[src/rtl/addsub_op_sequencer_pkg.sv]
// addsub_op_sequencer_pkg
//   Shared definitions for the add/sub operation sequencer. These are the
//   command opcodes, the bit positions of the status flags, the FSM state
//   codes and the datapath width.
package addsub_op_sequencer_pkg;

  localparam int DATA_W = 4;

  typedef logic [1:0] op_t;

  localparam op_t OP_LOAD = 2'b00;
  localparam op_t OP_ADD  = 2'b01;
  localparam op_t OP_SUB  = 2'b10;
  localparam op_t OP_CMP  = 2'b11;

  // Flag vector layout is {C,V,N,Z}.
  localparam int FLG_C = 3;
  localparam int FLG_V = 2;
  localparam int FLG_N = 1;
  localparam int FLG_Z = 0;

  localparam logic [1:0] ST_IDLE = 2'd0;
  localparam logic [1:0] ST_EXEC = 2'd1;
  localparam logic [1:0] ST_RESP = 2'd2;

endpackage

[src/rtl/addsub_op_sequencer_flag_gen.sv]
// addsub_flag_gen
//   Combinational result/flag generation for one sequencer operation. It
//   takes the operands that were presented to the external adder-subtractor
//   and the adder's answer, and produces the final result and {C,V,N,Z}.
//
//   Configuration macro: ADDSUB_SAT_EN. When it is defined, a signed overflow
//   on ADD or SUB clamps the result to the signed extreme on the side of
//   operand A. CMP is never clamped.
//
//   Ports:
//     i_a, i_b   operands driven to adder A/B (i_b is the command data)
//     i_m        adder mode (1 = subtract)
//     i_sum      adder Sum
//     i_carry    adder Carry
//     i_op       operation code
//     o_result   final (post-clamp) result
//     o_flags    {C,V,N,Z}
module addsub_flag_gen
  import addsub_op_sequencer_pkg::*;
(
  input  logic [DATA_W-1:0] i_a,
  input  logic [DATA_W-1:0] i_b,
  input  logic              i_m,
  input  logic [DATA_W-1:0] i_sum,
  input  logic              i_carry,
  input  logic [1:0]        i_op,
  output logic [DATA_W-1:0] o_result,
  output logic [3:0]        o_flags
);

  logic [DATA_W-1:0] w_bx;
  logic              w_v_raw;
  logic [DATA_W-1:0] w_res;
  logic              w_c;
  logic              w_v;

  // The B operand as the adder actually sees it, after the subtract inversion.
  assign w_bx    = i_b ^ {DATA_W{i_m}};
  assign w_v_raw = (i_a[DATA_W-1] == w_bx[DATA_W-1]) &&
                   (i_sum[DATA_W-1] != i_a[DATA_W-1]);

  always_comb begin
    w_res = i_sum;
    w_c   = i_carry;
    w_v   = w_v_raw;
    if (i_op == OP_LOAD) begin
      // LOAD bypasses the adder. The data was parked on the B input.
      w_res = i_b;
      w_c   = 1'b0;
      w_v   = 1'b0;
    end
`ifdef ADDSUB_SAT_EN
    else if (((i_op == OP_ADD) || (i_op == OP_SUB)) && w_v_raw) begin
      // An overflow can only push the result away from A's sign, so clamp
      // toward it. V stays set and C keeps the raw carry.
      w_res = i_a[DATA_W-1] ? {1'b1, {(DATA_W-1){1'b0}}}
                            : {1'b0, {(DATA_W-1){1'b1}}};
    end
`endif
  end

  always_comb begin
    o_flags        = 4'b0000;
    o_flags[FLG_C] = w_c;
    o_flags[FLG_V] = w_v;
    o_flags[FLG_N] = w_res[DATA_W-1];
    o_flags[FLG_Z] = (w_res == '0);
  end

  assign o_result = w_res;

endmodule

[src/rtl/addsub_op_sequencer.sv]
// addsub_op_sequencer
//   Command-driven 4-bit accumulator stage. It sits in front of an external
//   combinational adder-subtractor. Each accepted command runs
//   IDLE -> EXEC -> RESP. The adder inputs are registered on acceptance, and
//   the adder output is sampled at the end of EXEC. The result is then held
//   in RESP until the consumer takes it.
//
//   Configuration macro: ADDSUB_SAT_EN (saturating ADD/SUB, see addsub_flag_gen).
//
//   Ports:
//     i_clk, i_rst_n                 clock, asynchronous active-low reset
//     i_cmd_valid/o_cmd_ready        command handshake
//     i_cmd_op, i_cmd_data           00 LOAD, 01 ADD, 10 SUB, 11 CMP; operand
//     o_res_valid/i_res_ready        result handshake
//     o_res_data, o_res_flags        result value, {C,V,N,Z}
//     o_acc_out                      current accumulator
//     o_addsub_a/_b/_m               to the adder A, B, M (1 = subtract)
//     i_addsub_sum, i_addsub_carry   from the adder
module addsub_op_sequencer #(
  parameter int         DATA_W  = addsub_op_sequencer_pkg::DATA_W,
  parameter logic [3:0] ACC_RST = 4'h0
) (
  input  logic              i_clk,
  input  logic              i_rst_n,
  input  logic              i_cmd_valid,
  output logic              o_cmd_ready,
  input  logic [1:0]        i_cmd_op,
  input  logic [DATA_W-1:0] i_cmd_data,
  output logic              o_res_valid,
  input  logic              i_res_ready,
  output logic [DATA_W-1:0] o_res_data,
  output logic [3:0]        o_res_flags,
  output logic [DATA_W-1:0] o_acc_out,
  output logic [DATA_W-1:0] o_addsub_a,
  output logic [DATA_W-1:0] o_addsub_b,
  output logic              o_addsub_m,
  input  logic [DATA_W-1:0] i_addsub_sum,
  input  logic              i_addsub_carry
);

  import addsub_op_sequencer_pkg::*;

  // The external adder is 4 bits wide, so any other width cannot work.
  generate
    if (DATA_W != 4) begin : g_width_check
      $error("addsub_op_sequencer: DATA_W must be 4");
    end
  endgenerate

  logic [1:0]        r_state;
  logic [1:0]        r_op;
  logic [DATA_W-1:0] r_a;
  logic [DATA_W-1:0] r_b;
  logic              r_m;
  logic [DATA_W-1:0] r_acc;
  logic              r_res_valid;
  logic [DATA_W-1:0] r_res_data;
  logic [3:0]        r_res_flags;

  logic [DATA_W-1:0] w_result;
  logic [3:0]        w_flags;

  addsub_flag_gen u_flag_gen (
    .i_a      (r_a),
    .i_b      (r_b),
    .i_m      (r_m),
    .i_sum    (i_addsub_sum),
    .i_carry  (i_addsub_carry),
    .i_op     (r_op),
    .o_result (w_result),
    .o_flags  (w_flags)
  );

  always_ff @(posedge i_clk or negedge i_rst_n) begin
    if (!i_rst_n) begin
      r_state     <= ST_IDLE;
      r_op        <= OP_LOAD;
      r_a         <= '0;
      r_b         <= '0;
      r_m         <= 1'b0;
      r_acc       <= ACC_RST;
      r_res_valid <= 1'b0;
      r_res_data  <= '0;
      r_res_flags <= 4'b0000;
    end else begin
      case (r_state)
        ST_IDLE: begin
          if (i_cmd_valid) begin
            r_op    <= i_cmd_op;
            r_a     <= r_acc;
            r_b     <= i_cmd_data;
            r_m     <= (i_cmd_op == OP_SUB) || (i_cmd_op == OP_CMP);
            r_state <= ST_EXEC;
          end
        end
        ST_EXEC: begin
          r_res_data  <= w_result;
          r_res_flags <= w_flags;
          r_res_valid <= 1'b1;
          if (r_op != OP_CMP) begin
            r_acc <= w_result;
          end
          r_state <= ST_RESP;
        end
        ST_RESP: begin
          if (i_res_ready) begin
            r_res_valid <= 1'b0;
            r_state     <= ST_IDLE;
          end
        end
        default: r_state <= ST_IDLE;
      endcase
    end
  end

  assign o_cmd_ready = (r_state == ST_IDLE);
  assign o_res_valid = r_res_valid;
  assign o_res_data  = r_res_data;
  assign o_res_flags = r_res_flags;
  assign o_acc_out   = r_acc;
  assign o_addsub_a  = r_a;
  assign o_addsub_b  = r_b;
  assign o_addsub_m  = r_m;

endmodule

[config.mk]
export PLATFORM = sky130hd
export DESIGN_NAME = addsub_op_sequencer
export DESIGN_NICKNAME = d
export VERILOG_FILES = /design/src/rtl/addsub_op_sequencer_pkg.sv /design/src/rtl/addsub_op_sequencer_flag_gen.sv /design/src/rtl/addsub_op_sequencer.sv
export SDC_FILE = /design/constraint.sdc
export NUM_CORES = 1
export LEC_CHECK = 0
export CAP_MARGIN = 20
export CORE_UTILIZATION = 35
export DETAILED_ROUTE_END_ITERATION = 8
export SLEW_MARGIN = 20
export SYNTH_ARGS = -nofsm -noshare
export SYNTH_HDL_FRONTEND = slang
export SYNTH_HIERARCHICAL = 1
export SYNTH_SLANG_ARGS = --single-unit
[constraint.sdc]
create_clock -name i_clk -period 2.6 [get_ports i_clk]
set_input_delay 0.39 -clock i_clk [delete_from_list [all_inputs] [get_ports i_clk]]
set_output_delay 0.39 -clock i_clk [all_outputs]
set_load 0.005 [all_outputs]
Word-level counts from Yosys, hierarchy flattened
Index checks and enable logic that the tools add are counted.
{"block": "op_classes", "n_mux": 8, "n_mul": 0, "bitwise_logic": 1, "add_sub_neg": 0, "shift": 0, "n_lt_le_gt_ge": 0, "reduce_logical": 10, "n_div": 0, "n_eq_ne": 9}
{"op": "AND reduction 2 bit", "count": 4}
{"op": "equality test 2 bit, second input constant", "count": 3}
{"op": "!= test 2 bit, second input constant", "count": 3}
{"op": "one-hot mux 2 bit (3 select lines)", "count": 1}
{"op": "logical NOT 2 bit", "count": 2}
{"op": "logical NOT 4 bit", "count": 1}
{"op": "2-to-1 mux 2 bit", "count": 2}
{"op": "2-to-1 mux 4 bit", "count": 1}
{"op": "bitwise XOR 4 bit", "count": 1}
{"op": "2-to-1 mux 1 bit", "count": 3}
{"op": "equality test 2 x 1 -> 1 bit, second input constant", "count": 1}
{"op": "one-hot mux 1 bit (2 select lines)", "count": 1}
{"op": "nonzero test 2 bit", "count": 1}
{"op": "equality test 1 bit", "count": 1}
{"op": "logical AND 1 bit", "count": 1}
{"op": "logical OR 1 bit", "count": 1}
{"op": "!= test 1 bit", "count": 1}
{"block": "totals", "mem_count": 0, "output_inout_bits": 23, "word_cells": 37, "ramBits": 0, "rom_bits": 0, "inputBits": 15, "register_bits": 26, "latchBits": 0}

Longest topological paths before layout
{"block": "logic_depth", "depth_word": 4, "depth_mapped": 6, "mapped_depth_nobuf": 5}

By module
The synthesis kept the hierarchy.
{"mod": "addsub_op_sequencer", "cells_each": 80, "area_per_inst_um2": 1053.5, "instances": 1, "seq_area_each_um2": 650.6}
{"mod": "addsub_flag_gen", "cells_each": 17, "area_per_inst_um2": 147.6, "instances": 1, "seq_area_each_um2": 0.0}

Least setup slack after synthesis
No wires, ideal clock.
{"block": "synth_path", "path_type": "register to register", "start": "register r_op[1]", "end": "register r_acc[3] (netlist: o_acc_out[3])", "synth_period_minus_slack_ps": 1471, "stages_incl_launch_ff": 5, "path_buffers": 1, "arrival_ps": 1346, "setup_ps": 125, "setup_slack_ps": 1129, "cell_sequence": "dfrtp_1 -> nor2_4 -> mux2_2 -> buf_4 -> mux2_4"}
{"block": "synth_via", "elab_chain_len": 2}
{"element": "start: declaration", "line_no": "addsub_op_sequencer.sv:51", "source": "logic [1:0] r_op;"}
{"element": "start signal: assignment", "line_no": "addsub_op_sequencer.sv:89", "source": "r_op <= i_cmd_op;"}
{"element": "logical NOT 2 bit", "line_no": "addsub_op_sequencer_flag_gen.sv:46", "source": "if (i_op == OP_LOAD) begin"}
{"element": "2-to-1 mux 4 bit", "line_no": "addsub_op_sequencer_flag_gen.sv:46"}
{"element": "net w_flags[1]", "line_no": "addsub_op_sequencer.sv:61", "source": "logic [3:0] w_flags;"}
{"element": "end signal: assignment", "line_no": "addsub_op_sequencer.sv:101", "source": "r_acc <= w_result;"}
{"element": "end: declaration", "line_no": "addsub_op_sequencer.sv:55", "source": "logic [DATA_W-1:0] r_acc;"}
The timed path passes the listed nets, and every way through them passes these cells.
A chain may end at the register's enable or synchronous reset.

Final worst setup path
{"block": "layout_path", "start": "register r_state[0]", "end": "output o_cmd_ready"}
{"block": "layout_via", "elab_chain_len": 1}
{"element": "start: declaration", "line_no": "addsub_op_sequencer.sv:50", "source": "logic [1:0] r_state;"}
{"element": "start signal: assignment", "line_no": "addsub_op_sequencer.sv:76", "source": "r_state <= ST_IDLE;"}
{"element": "start signal: assignment", "line_no": "addsub_op_sequencer.sv:93", "source": "r_state <= ST_EXEC;"}
{"element": "start signal: assignment", "line_no": "addsub_op_sequencer.sv:103", "source": "r_state <= ST_RESP;"}
{"element": "logical NOT 2 bit", "line_no": "addsub_op_sequencer.sv:116", "source": "assign o_cmd_ready = (r_state == ST_IDLE);"}
{"element": "end: declaration", "line_no": "addsub_op_sequencer.sv:26", "source": "output logic o_cmd_ready,"}
Every way passes these cells.

==> impl_metrics.json <==
{
  "cts_sinks": 26,
  "syn_area_um2": 1200,
  "start_util_pct": 38.1,
  "worst-path-stages": 2,
  "hold_slack_ns": 0.395,
  "multi_input_area_um2": 502,
  "hold_buffers": 0,
  "wirelength_um": 2280,
  "seq_area_frac_synth_pct": 54.2,
  "grt_setup_unrepaired": "false",
  "drt_pass1_iterations": 4,
  "met2_usage_pct": 23.4,
  "total_power_mw": 2.00,
  "clk_pin_slew_ns": 0.14,
  "crit_path_start_kind": "flip-flop",
  "vias": 804,
  "place_inst": 174,
  "globalplace.congestion": 0.771,
  "regArea_um2": 651,
  "crit_buf_inv": 1,
  "cp.required_ns": 2.21,
  "dpl.hpwl_um": 1690,
  "die_h_um": 60.6,
  "maxCapViolations": 0,
  "slowest_stage": "clkdlybuf4s50_1",
  "rrSetupSlack_ns": 1.13,
  "hold_viol_final": 0,
  "n_fill_cell": 315,
  "clockBufferDepth": 2,
  "fin_worst_skew_ns": 0.00466,
  "reg2regPathDepth": 3,
  "slew_headroom_pct": 78.3,
  "p_leak_nw": 0.752,
  "antenna_found_initial": 0,
  "die-area_um2": 3670,
  "crit_fanout": 5,
  "postCtsSetupRepairBufs": 0,
  "worst_pin_slew_ns": 0.326,
  "busiest_layer": "met2",
  "setup_viol": 0,
  "ys_top_cells_by_area": "dfrtp_1 (54%), mux2_4 (16%), nand2_1 (8.4%)",
  "fmax_ghz": 0.548,
  "synth_ff_type": "dfrtp_1",
  "crit_type": "reg -> out",
  "crit_family": "buffers and inverters",
  "ios": 38,
  "final_util_pct": 52.3,
  "async_flop_share_pct": 100,
  "clk_latency_ns": 0.33,
  "final.setup.tns_ns": 0,
  "synthDominantCellAreaShare_pct": 54.2,
  "yosysUniqueCellTypes": 24,
  "fin_crit_sh_pct": 70.2,
  "syn-num-nets": 112,
  "grt_pass1_wl_um": 3880,
  "reg2reg_to": "o_acc_out[3]",
  "insertedDiodeCount": 0,
  "htree_levels": 1,
  "hp-class": "in -> async",
  "synth_warnings": 6,
  "netlist_instances": 97,
  "worstPathArrival_ns": 1.43,
  "grt_max_degree": 27,
  "status": "finished, final reports clean",
  "slowest_delay_ns": 0.51,
  "ant_nets": 0,
  "grt_pass1_vias": 846,
  "root_buffer": "clkbuf_4",
  "layout-area-overhead-vs-synth_pct": 37.3,
  "core-area_um2": 3150,
  "syn_area_per_cell_um2": 12.4,
  "startpoint": "r_state[0]",
  "powerDensity_nw_per_um2": 1210,
  "r2r-start": "r_op[1]",
  "crit_path_end": "o_cmd_ready",
  "final_cell_mix": "clkdlybuf4s50_1 (37), nand2_1 (27), dfrtp_1 (26)",
  "maxSlewViolCount": 0,
  "peakVddDrop_mv": 0.456,
  "wl_per_cell_um": 12.8,
  "fin_crit_ns": 1.82,
  "rows": 20,
  "ys_ff_latch": 26,
  "grt_usage_pct": 14.7,
  "drive_gt1_share_pct": 23.1,
  "synth-edff-count": 0,
  "fin_cells": 178,
  "cts_inserted_buffers": 3,
  "dieWidth_um": 60.6,
  "grt-ovfl-total": 0,
  "layout_commonest_cell": "clkdlybuf4s50_1",
  "drtIter0Drc": 20,
  "drcViolationCount": 0,
  "routed_via_density": 4.52,
  "post_cts_resized": 0,
  "grtUsageMet1_pct": 19.2,
  "finalNetCount": 150,
  "synth_top_area_cell": "dfrtp_1",
  "worstPathCellList": "nor2_2 -> clkdlybuf4s50_1",
  "io_buffer_count": 37,
  "grtUsageMet3_pct": 1.92,
  "critPathCaptureType": "primary output",
  "tritoncts": "built"
}
synth_stat cells, types with 2 or more instances:
master and instances:
mux2_4 13, buf_4 4, mux2_2 6, nor2b_1 2, dfrtp_1 26, a21oi_1 2
nand2_1 27
through the flow:
step | instance area [um^2] | worst slack (ns)
final | 1650 | 0.776
after global routing | 1650 | 0.700
after CTS | 1650 | 0.757
after detailed placement | 1600 | 0.923
after global placement | 1600 | 0.936
after floorplan | 1200 | 1.13
flip-flops by register name, summed over array words and instances (netlist names):
name         flops
o_addsub_m       1
o_res_valid      1
o_res_data       4
o_addsub_b       4
r_op             2
o_acc_out        4
o_res_flags      4
o_addsub_a       4
r_state          2
layout make-up:
| cell class | instances | area share (%) |
|---|---|---|
| tap | 44 | 3.34 |
| inverter | 1 | 0.228 |
| clock buffer | 3 | 1.37 |
| clock inverter | 1 | 1.82 |
| multi-input combinational | 64 | 30.4 |
| timing repair buffer | 39 | 23.4 |
| sequential | 26 | 39.5 |
metal layers:
metal | up-vias | part of all wire (%)
met5 | - | 0
li1 | 390 | -
met3 | 5 | 3.2
met1 | 385 | 48
met2 | 24 | 46
met4 | 0 | 2.7
worst register-to-register path: cells and delay by family (launching register included):
family,cells,cell delay (ns)
DFF,1,0.45
muxes,2,0.67
and+or+nand+nor,1,0.25
kinds of logic after synthesis:
group           share of synthesized area, %
flops                                   54.2
simple gates                            16.6
buf+inv                                 4.06
mux                                     21.9
compound gates                          2.60
xor+xnor                               0.729
power breakdown:
| part | internal [mW] | switching, mW | total, mW |
|---|---|---|---|
| Combinational | 0.631 | 0.317 | 0.947 |
| Clock | 0.156 | 0.125 | 0.281 |
| Sequential | 0.600 | 0.168 | 0.768 |
worst min path at each step:
stage,end,from,depth (start not counted)
floorplan,o_acc_out[0],i_rst_n,0
global placement,o_res_flags[2],o_res_flags[2],2
detailed placement,o_res_flags[1],o_res_flags[1],2
CTS,r_op[0],i_rst_n,2
global route,r_op[0],i_rst_n,2
finish,r_op[0],i_rst_n,2
No activity file was read; power rests on OpenSTA's default activity.
